--- config.mk ---
export PLATFORM = sky130hd
export DESIGN_NAME = uart_rx
export DESIGN_NICKNAME = d
export VERILOG_FILES = /design/src/rtl/uart_pkg.sv /design/src/rtl/uart_sync.sv /design/src/rtl/uart_rx.sv
export SDC_FILE = /design/constraint.sdc
export NUM_CORES = 1
export LEC_CHECK = 0
export ABC_AREA = 0
export BUFFER_PORTS_ARGS = -buffer_cell sky130_fd_sc_hd__clkbuf_2
export CAP_MARGIN = 10
export CORE_MARGIN = 2
export CORE_UTILIZATION = 35
export DETAILED_ROUTE_END_ITERATION = 8
export PLACE_DENSITY = 0.51
export SLEW_MARGIN = 20
export SYNTH_ARGS = -nofsm -noshare
export SYNTH_HDL_FRONTEND = slang
export SYNTH_HIERARCHICAL = 1
export SYNTH_SLANG_ARGS = --single-unit
--- constraint.sdc ---
create_clock -name clk -period 3.4 [get_ports clk]
set_input_delay 0.68 -clock clk [delete_from_list [all_inputs] [get_ports clk]]
set_output_delay 0.68 -clock clk [all_outputs]
set_load 0.005 [all_outputs]
--- src/rtl/uart_pkg.sv ---
// ============================================================================
// Module      : uart_pkg
// Description : Shared UART types and helpers for uart_rx / uart_tx.
// Revision    : 1.0 - initial release
// ============================================================================
`default_nettype none
`timescale 1ns/1ps

package uart_pkg;

  localparam int UART_DATA_BITS = 8;

  typedef enum logic [2:0] {
    IDLE       = 3'd0,
    START      = 3'd1,
    DATA       = 3'd2,
    STOP       = 3'd3,
    CLEANUP    = 3'd4,
    BREAK_WAIT = 3'd5
  } rx_state_t;

  function automatic int clks_per_bit(input int freq, input int baud);
    return freq / baud;
  endfunction

endpackage

`default_nettype wire

--- src/rtl/uart_sync.sv ---
// ============================================================================
// Module      : uart_sync
// Description : N-flop synchronizer for an asynchronous input, resets to 1.
// Revision    : 1.0 - initial release
// ============================================================================
`default_nettype none
`timescale 1ns/1ps

module uart_sync #(
  parameter int STAGES = 2
) (
  input  logic clk,
  input  logic reset,
  input  logic d,
  output logic q
);

  logic [STAGES-1:0] r_sync;

  // Reset to 1 so an idle-high line never looks like a start bit after reset.
  always_ff @(posedge clk or negedge reset) begin
    if (!reset) begin
      r_sync <= '1;
    end else begin
      r_sync <= {r_sync[STAGES-2:0], d};
    end
  end

  assign q = r_sync[STAGES-1];

endmodule

`default_nettype wire

--- src/rtl/uart_rx.sv ---
// ============================================================================
// Module      : uart_rx
// Description : 8N1 UART receiver, mid-bit sampling, framing-error detection.
// Revision    : 1.0 - initial release
// ============================================================================
`default_nettype none
`timescale 1ns/1ps

module uart_rx
  import uart_pkg::*;
#(
  parameter int FREQUENCY = 10000000,
  parameter int BAUD_RATE = 9600
) (
  input  logic       clk,
  input  logic       reset,
  input  logic       rx_serial,
  output logic [7:0] rx_byte,
  output logic       rx_dv,
  output logic       rx_frame_err,
  output logic       rx_active
);

  localparam int CLKS_PER_BIT = clks_per_bit(FREQUENCY, BAUD_RATE);
  localparam int HALF_BIT     = (CLKS_PER_BIT - 1) / 2;
  localparam int CNT_W        = $clog2(CLKS_PER_BIT);
  localparam int IDX_W        = $clog2(UART_DATA_BITS);

  localparam logic [CNT_W-1:0] c_cnt_last = CNT_W'(CLKS_PER_BIT - 1);
  localparam logic [CNT_W-1:0] c_cnt_half = CNT_W'(HALF_BIT);
  localparam logic [IDX_W-1:0] c_idx_last = IDX_W'(UART_DATA_BITS - 1);

  logic                      w_rx_s;
  rx_state_t                 r_state;
  rx_state_t                 w_state_nxt;
  logic [CNT_W-1:0]          r_cnt;
  logic [CNT_W-1:0]          w_cnt_nxt;
  logic [IDX_W-1:0]          r_idx;
  logic [IDX_W-1:0]          w_idx_nxt;
  logic [UART_DATA_BITS-1:0] r_shift;
  logic [UART_DATA_BITS-1:0] w_shift_nxt;
  logic [7:0]                w_byte_nxt;
  logic                      w_dv_nxt;
  logic                      w_err_nxt;
  logic                      w_active_nxt;

  uart_sync #(
    .STAGES(2)
  ) u_sync (
    .clk  (clk),
    .reset(reset),
    .d    (rx_serial),
    .q    (w_rx_s)
  );

  always_ff @(posedge clk or negedge reset) begin
    if (!reset) begin
      r_state      <= IDLE;
      r_cnt        <= '0;
      r_idx        <= '0;
      r_shift      <= '0;
      rx_byte      <= 8'h00;
      rx_dv        <= 1'b0;
      rx_frame_err <= 1'b0;
      rx_active    <= 1'b0;
    end else begin
      r_state      <= w_state_nxt;
      r_cnt        <= w_cnt_nxt;
      r_idx        <= w_idx_nxt;
      r_shift      <= w_shift_nxt;
      rx_byte      <= w_byte_nxt;
      rx_dv        <= w_dv_nxt;
      rx_frame_err <= w_err_nxt;
      rx_active    <= w_active_nxt;
    end
  end

  // Counter compares precede increments, so r_cnt never exceeds CLKS_PER_BIT-1.
  always_comb begin
    w_state_nxt  = r_state;
    w_cnt_nxt    = r_cnt;
    w_idx_nxt    = r_idx;
    w_shift_nxt  = r_shift;
    w_byte_nxt   = rx_byte;
    w_dv_nxt     = 1'b0;
    w_err_nxt    = 1'b0;
    w_active_nxt = rx_active;

    case (r_state)
      IDLE: begin
        w_cnt_nxt    = '0;
        w_idx_nxt    = '0;
        w_active_nxt = 1'b0;
        if (!w_rx_s) begin
          w_state_nxt  = START;
          w_active_nxt = 1'b1;
        end
      end

      START: begin
        if (r_cnt == c_cnt_half) begin
          w_cnt_nxt = '0;
          if (!w_rx_s) begin
            w_state_nxt = DATA;
          end else begin
            w_state_nxt  = IDLE;
            w_active_nxt = 1'b0;
          end
        end else begin
          w_cnt_nxt = r_cnt + CNT_W'(1);
        end
      end

      DATA: begin
        if (r_cnt == c_cnt_last) begin
          w_cnt_nxt          = '0;
          w_shift_nxt[r_idx] = w_rx_s;
          if (r_idx == c_idx_last) begin
            w_idx_nxt   = '0;
            w_state_nxt = STOP;
          end else begin
            w_idx_nxt = r_idx + IDX_W'(1);
          end
        end else begin
          w_cnt_nxt = r_cnt + CNT_W'(1);
        end
      end

      STOP: begin
        if (r_cnt == c_cnt_last) begin
          w_cnt_nxt    = '0;
          w_active_nxt = 1'b0;
          if (w_rx_s) begin
            w_byte_nxt  = r_shift;
            w_dv_nxt    = 1'b1;
            w_state_nxt = CLEANUP;
          end else begin
            w_err_nxt   = 1'b1;
            w_state_nxt = BREAK_WAIT;
          end
        end else begin
          w_cnt_nxt = r_cnt + CNT_W'(1);
        end
      end

      CLEANUP: begin
        w_state_nxt = IDLE;
      end

      // A held-low line must return high before another start bit is accepted.
      BREAK_WAIT: begin
        if (w_rx_s) begin
          w_state_nxt = IDLE;
        end
      end

      default: begin
        w_state_nxt  = IDLE;
        w_cnt_nxt    = '0;
        w_idx_nxt    = '0;
        w_active_nxt = 1'b0;
      end
    endcase
  end

endmodule

`default_nettype wire

### Yosys cells after proc, flatten, opt, wreduce, memory -nomap -nowiden

Index checks and enable logic that the tools add are counted.

* register bits: 38
* input bits: 3

* reduce and logical (&&, ||, !) cells: 11
* $add $sub $neg: 2
* order comparisons: 2
* bitwise logic cells: 2
* muxes and demuxes: 28
* equality and inequality tests: 15

Operators by type and width (number)
* case mux 11 bit (3 select lines): 1
* two-way mux 3 bit: 8
* two-way mux 11 bit: 2
* case mux 3 bit (5 select lines): 1
* adder 11 x 1 -> 11 bit (second input constant): 1
* == test 11 x 10 -> 1 bit (second input constant): 1
* == test 11 bit (second input constant): 1
* two-way mux 1 bit: 11
* != test 2 bit (second input constant): 5
* == test 3 bit (second input constant): 3
* bitwise mux 8 bit: 1
* == test 3 x 2 -> 1 bit (second input constant): 2
* case mux 3 bit (2 select lines): 1
* AND reduction 6 bit: 1
* < comparator 3 x 4 -> 1 bit (second input constant): 1
* != test 2 x 1 -> 1 bit (second input constant): 2
* case mux 1 bit (4 select lines): 1
* AND reduction 2 bit: 2
* AND reduction 4 bit: 1
* OR reduction 2 bit: 2
* OR reduction 4 bit: 1
* adder 3 x 1 -> 3 bit (second input constant): 1
* demux 1 bit (select 3 bit): 1
* == test 3 x 1 -> 1 bit (second input constant): 1
* 7 further kinds: 8

### Depth between registers and ports, before layout

* depth after elaboration: 5
* mapped depth: 9
* depth with buffers taken out: 7

### By module

The synthesis kept the hierarchy.

Modules (own cells, without submodules)
* uart_rx: area an instance 1830.5 µm², cells each 177, times used 1, seq. area each 900.9 µm²
* uart_sync: area an instance 52.6 µm², cells each 2, times used 1, seq. area each 52.6 µm²

### Worst setup path before layout

Ideal clock, no wire load.

* kind: register to register
* start: register r_cnt[7]
* end: register r_shift[0]
* data required time: 3272 ps
* period minus slack after synthesis: 2539 ps
* path slack: 861 ps
* arrival time: 2411 ps
* buffers on the path: 2
* cell stages (with the launch flop): 8
* cell sequence: dfrtp_1 or4_4 or3_1 buf_6 or4_4 buf_6 nor3_4 mux2_1

* word-level cells in the longest chain between the ends: 2

RTL lines
* start, declared: RTL line uart_rx.sv:36 `logic [CNT_W-1:0] r_cnt;`
* start signal, assigned: RTL line uart_rx.sv:68 `r_cnt <= w_cnt_nxt;`
* == test 11 bit: RTL line uart_rx.sv:115 `if (r_cnt == c_cnt_last) begin`
* AND reduction 2 bit (no line)
* end signal, assigned: RTL line uart_rx.sv:70 `r_shift <= w_shift_nxt;`
* end, declared: RTL line uart_rx.sv:40 `logic [UART_DATA_BITS-1:0] r_shift;`

Every way passes these cells.
A chain may end at the register's enable or synchronous reset.

### Worst setup path after layout

* start: register r_cnt[3]
* end: register r_shift[0]

The elaborated chain is that of the path after synthesis.

==> results.yml <==
clocking:
  ctsResizeCount: 0
  cts_buffers: 5
  hold_buffers: 0
  cts_root_buffer: "clkbuf_8"
  clockBufferDepth: 2
  cts_tree: "yes"
  post_cts_buffers: 0
  clk_pin_slew_ps: 80
  cts_num_sinks: 38
  clk_latency_ps: 290
  htreeDepth: 2
final_layout:
  fin_nets: 196
  final_common_cell: "dfrtp_1"
  area_growth_pct: 12.8
  final_cell_mix: "dfrtp_1 (36), o21ai_0 (18), clkbuf_2 (13), mux2_2 (10), a21oi_1 (10)"
  fillers: 525
  antenna_cells: 0
  drive_above_1_share_pct: 20.0
critical_path:
  critPathMaxStageDelay_ps: 590
  cp_num_buf_inv: 0
  arrival_ps: 2790
  critical_path_class: "reg2reg"
  worst-path-max-fanout: 8
  ff2ff_path_depth: 5
  crit_cells: 5
  path_delay_family: "simple AND/OR/NAND/NOR gates"
  critPathLaunchType: "flip-flop"
  r2r_start: "r_cnt[3]$_DFFE_PN0N_"
  cp_slowest_cell: "or4bb_1"
  required_ps: 3570
  worstSetupEndpointType: "flip-flop"
  startpoint: "r_cnt[3]$_DFFE_PN0N_"
  crit_chain: "or4bb_1 -> or3_1 -> or4_4 -> nor3_4 -> mux2_1"
power_and_ir_drop:
  seq_power_share_pct: 49.3
  clkPwrFrac_pct: 49.4
  combPwrFrac_pct: 1.4
  p_per_area_nw_per_um2: 435
  vdd_drop_max_v: 0.000236
  p_total_w: 0.000925
  power.switching_w: 0.000176
  swShare_pct: 19.0
  intPower_w: 0.000749
  power.leakage_nw: 0.950
timing:
  tightest_slew_ps: 951
  final.min_clock_period_ps: 2610
  slew-limit-headroom_pct: 36.6
  fin_crit_sh_pct: 76.9
  fin_setup_tns_ps: 0
  max_freq_mhz: 383
  finalHoldViolations: 0
  finalWorstSetupSlack_ps: 787
  hold_ws_ps: 361
  rsz0062_at_grt: "no"
  maxSlewViolCount: 0
  finalSetupViolCount: 0
  fin_worst_skew_ps: 4.53
logic_synthesis:
  synth_warnings: 6
  yosysTopAreaCell: "dfrtp_1"
  avgSynthCellArea_um2: 10.5
  synthesis.area_um2: 1880
  synth_area_leaders: "dfrtp_1 (48%), mux2_2 (6.0%), o21ai_0 (5.0%)"
  syn_nets: 186
  synth_top_area_share_pct: 47.8
  synth_ff_type: "dfrtp_1"
  synth-seq-cells: 38
  synth.distinct_cells: 41
  synth_edf_count: 0
  synthArstFlopShare_pct: 100
  synthCells: 179
  yosysSeqAreaShare_pct: 50.6
place:
  gp_congestion: 0.831
  hpwl_mm: 2.65
  io_buffers: 13
  pre_cts_slack_ps: 806
routing:
  routedWlPerCell_um: 14.5
  via_per_inst: 5.23
  drt_iter0_markers: 113
  drc_errors: 0
  first_pass_iters: 4
  vias: 1359
  finalWirelength_mm: 3.77
  drtAntennaViolNets: 0
floorplanning:
  die_width_um: 77.4
  die_h_um: 77.4
  die_area_um2: 5980
  start_util_pct: 36.6
  core_um2: 5140
  io_pins: 14
  std_cell_rows: 26
worst_hold_path:
  worstHoldPathCells: 0
  hold_start: "u_sync/r_sync[0]$_DFF_PN1_"
  hp-class: "reg2reg"
global_routing:
  grt_pass1_vias: 1368
  track_usage_pct: 13.8
  grt_overflow: 0
  antenna_found_initial: 0
  grt_pass1_wl_mm: 6.53
  grt_max_degree: 39
run_status:
  status: "completed"
run:
  drv_cap: 0
Yosys cell counts (all sizes together) (3+ instances only):
library cell,count
clkbuf,9
nand2b,9
nand2,9
a21oi,10
nor3,4
o31ai,8
a31oi,5
ha,4
nand3,6
and3,4
inv,5
o21ai,19
nor2,9
nor4,3
mux2,11
dfrtp,36
power by group through the flow:
stage	Combinational [W]	Clock, W	Sequential, W
2_1_floorplan	0.00000365	0	0.000463
3_3_place_gp	0.0000133	0	0.000465
3_5_place_dp	0.0000136	0	0.000465
4_1_cts	0.0000137	0.000469	0.000456
5_1_grt	0.0000150	0.000498	0.000456
6_report	0.0000128	0.000457	0.000456
metal layers:
| metal | track usage (%) | vias to the layer above | share of wire, % |
|---|---|---|---|
| li1 | - | 676 | - |
| met1 | 17.7 | 656 | 46 |
| met2 | 21.7 | 23 | 50 |
| met3 | 3.95 | 4 | 3.1 |
| met4 | 6.07 | 0 | 1.1 |
| met5 | 0 | - | 0 |
cell type report:
class / instances / area (um2) / share of cell area, %
Sequential cell: 38 / 953 / 44.9
Multi-Input combinational cell: 124 / 851 / 40.0
Tap cell: 70 / 87.6 / 4.12
Timing Repair Buffer: 14 / 72.6 / 3.42
Clock buffer: 5 / 68.8 / 3.24
Clock inverter: 3 / 68.8 / 3.24
Inverter: 6 / 22.5 / 1.06
stage by stage:
stage               cells  util, %  area (um2)
CTS                   260     41.3        2120
floorplan             179        -        1880
detailed placement    252     38.7        1990
global placement      252     38.7        1990
finish                260     41.3        2120
global route          260     41.3        2120
final timing paths:
path	slack, ps	endpoint
max in group asynchronous	2280	r_shift[1]$_DFFE_PN0P_
setup reg to reg	790	r_shift[0]$_DFFE_PN0P_
hold / removal	360	u_sync/r_sync[1]$_DFF_PN1_
setup / recovery	790	r_shift[0]$_DFFE_PN0P_
hold reg to reg	360	u_sync/r_sync[1]$_DFF_PN1_
min in group asynchronous	530	rx_active$_DFFE_PN0P_
logic make-up (layout without fill, tap and decap cells):
logic type | Yosys count | count (layout) | synth area share (%)
compound gates | 52 | 52 | 16.8
fa+ha+maj | 4 | 4 | 2.66
mux | 13 | 13 | 7.64
buf+inv | 17 | 28 | 4.19
flops | 38 | 38 | 50.6
simple gates | 55 | 55 | 18.1
sequential cells by signal, indices dropped and copies added (netlist names):
register,flops
r_idx,3
rx_active,1
rx_frame_err,1
rx_dv,1
u_sync/r_sync,2
r_cnt,11
r_shift,8
r_state,3
rx_byte,8
Power figures use the tool's default switching activity.
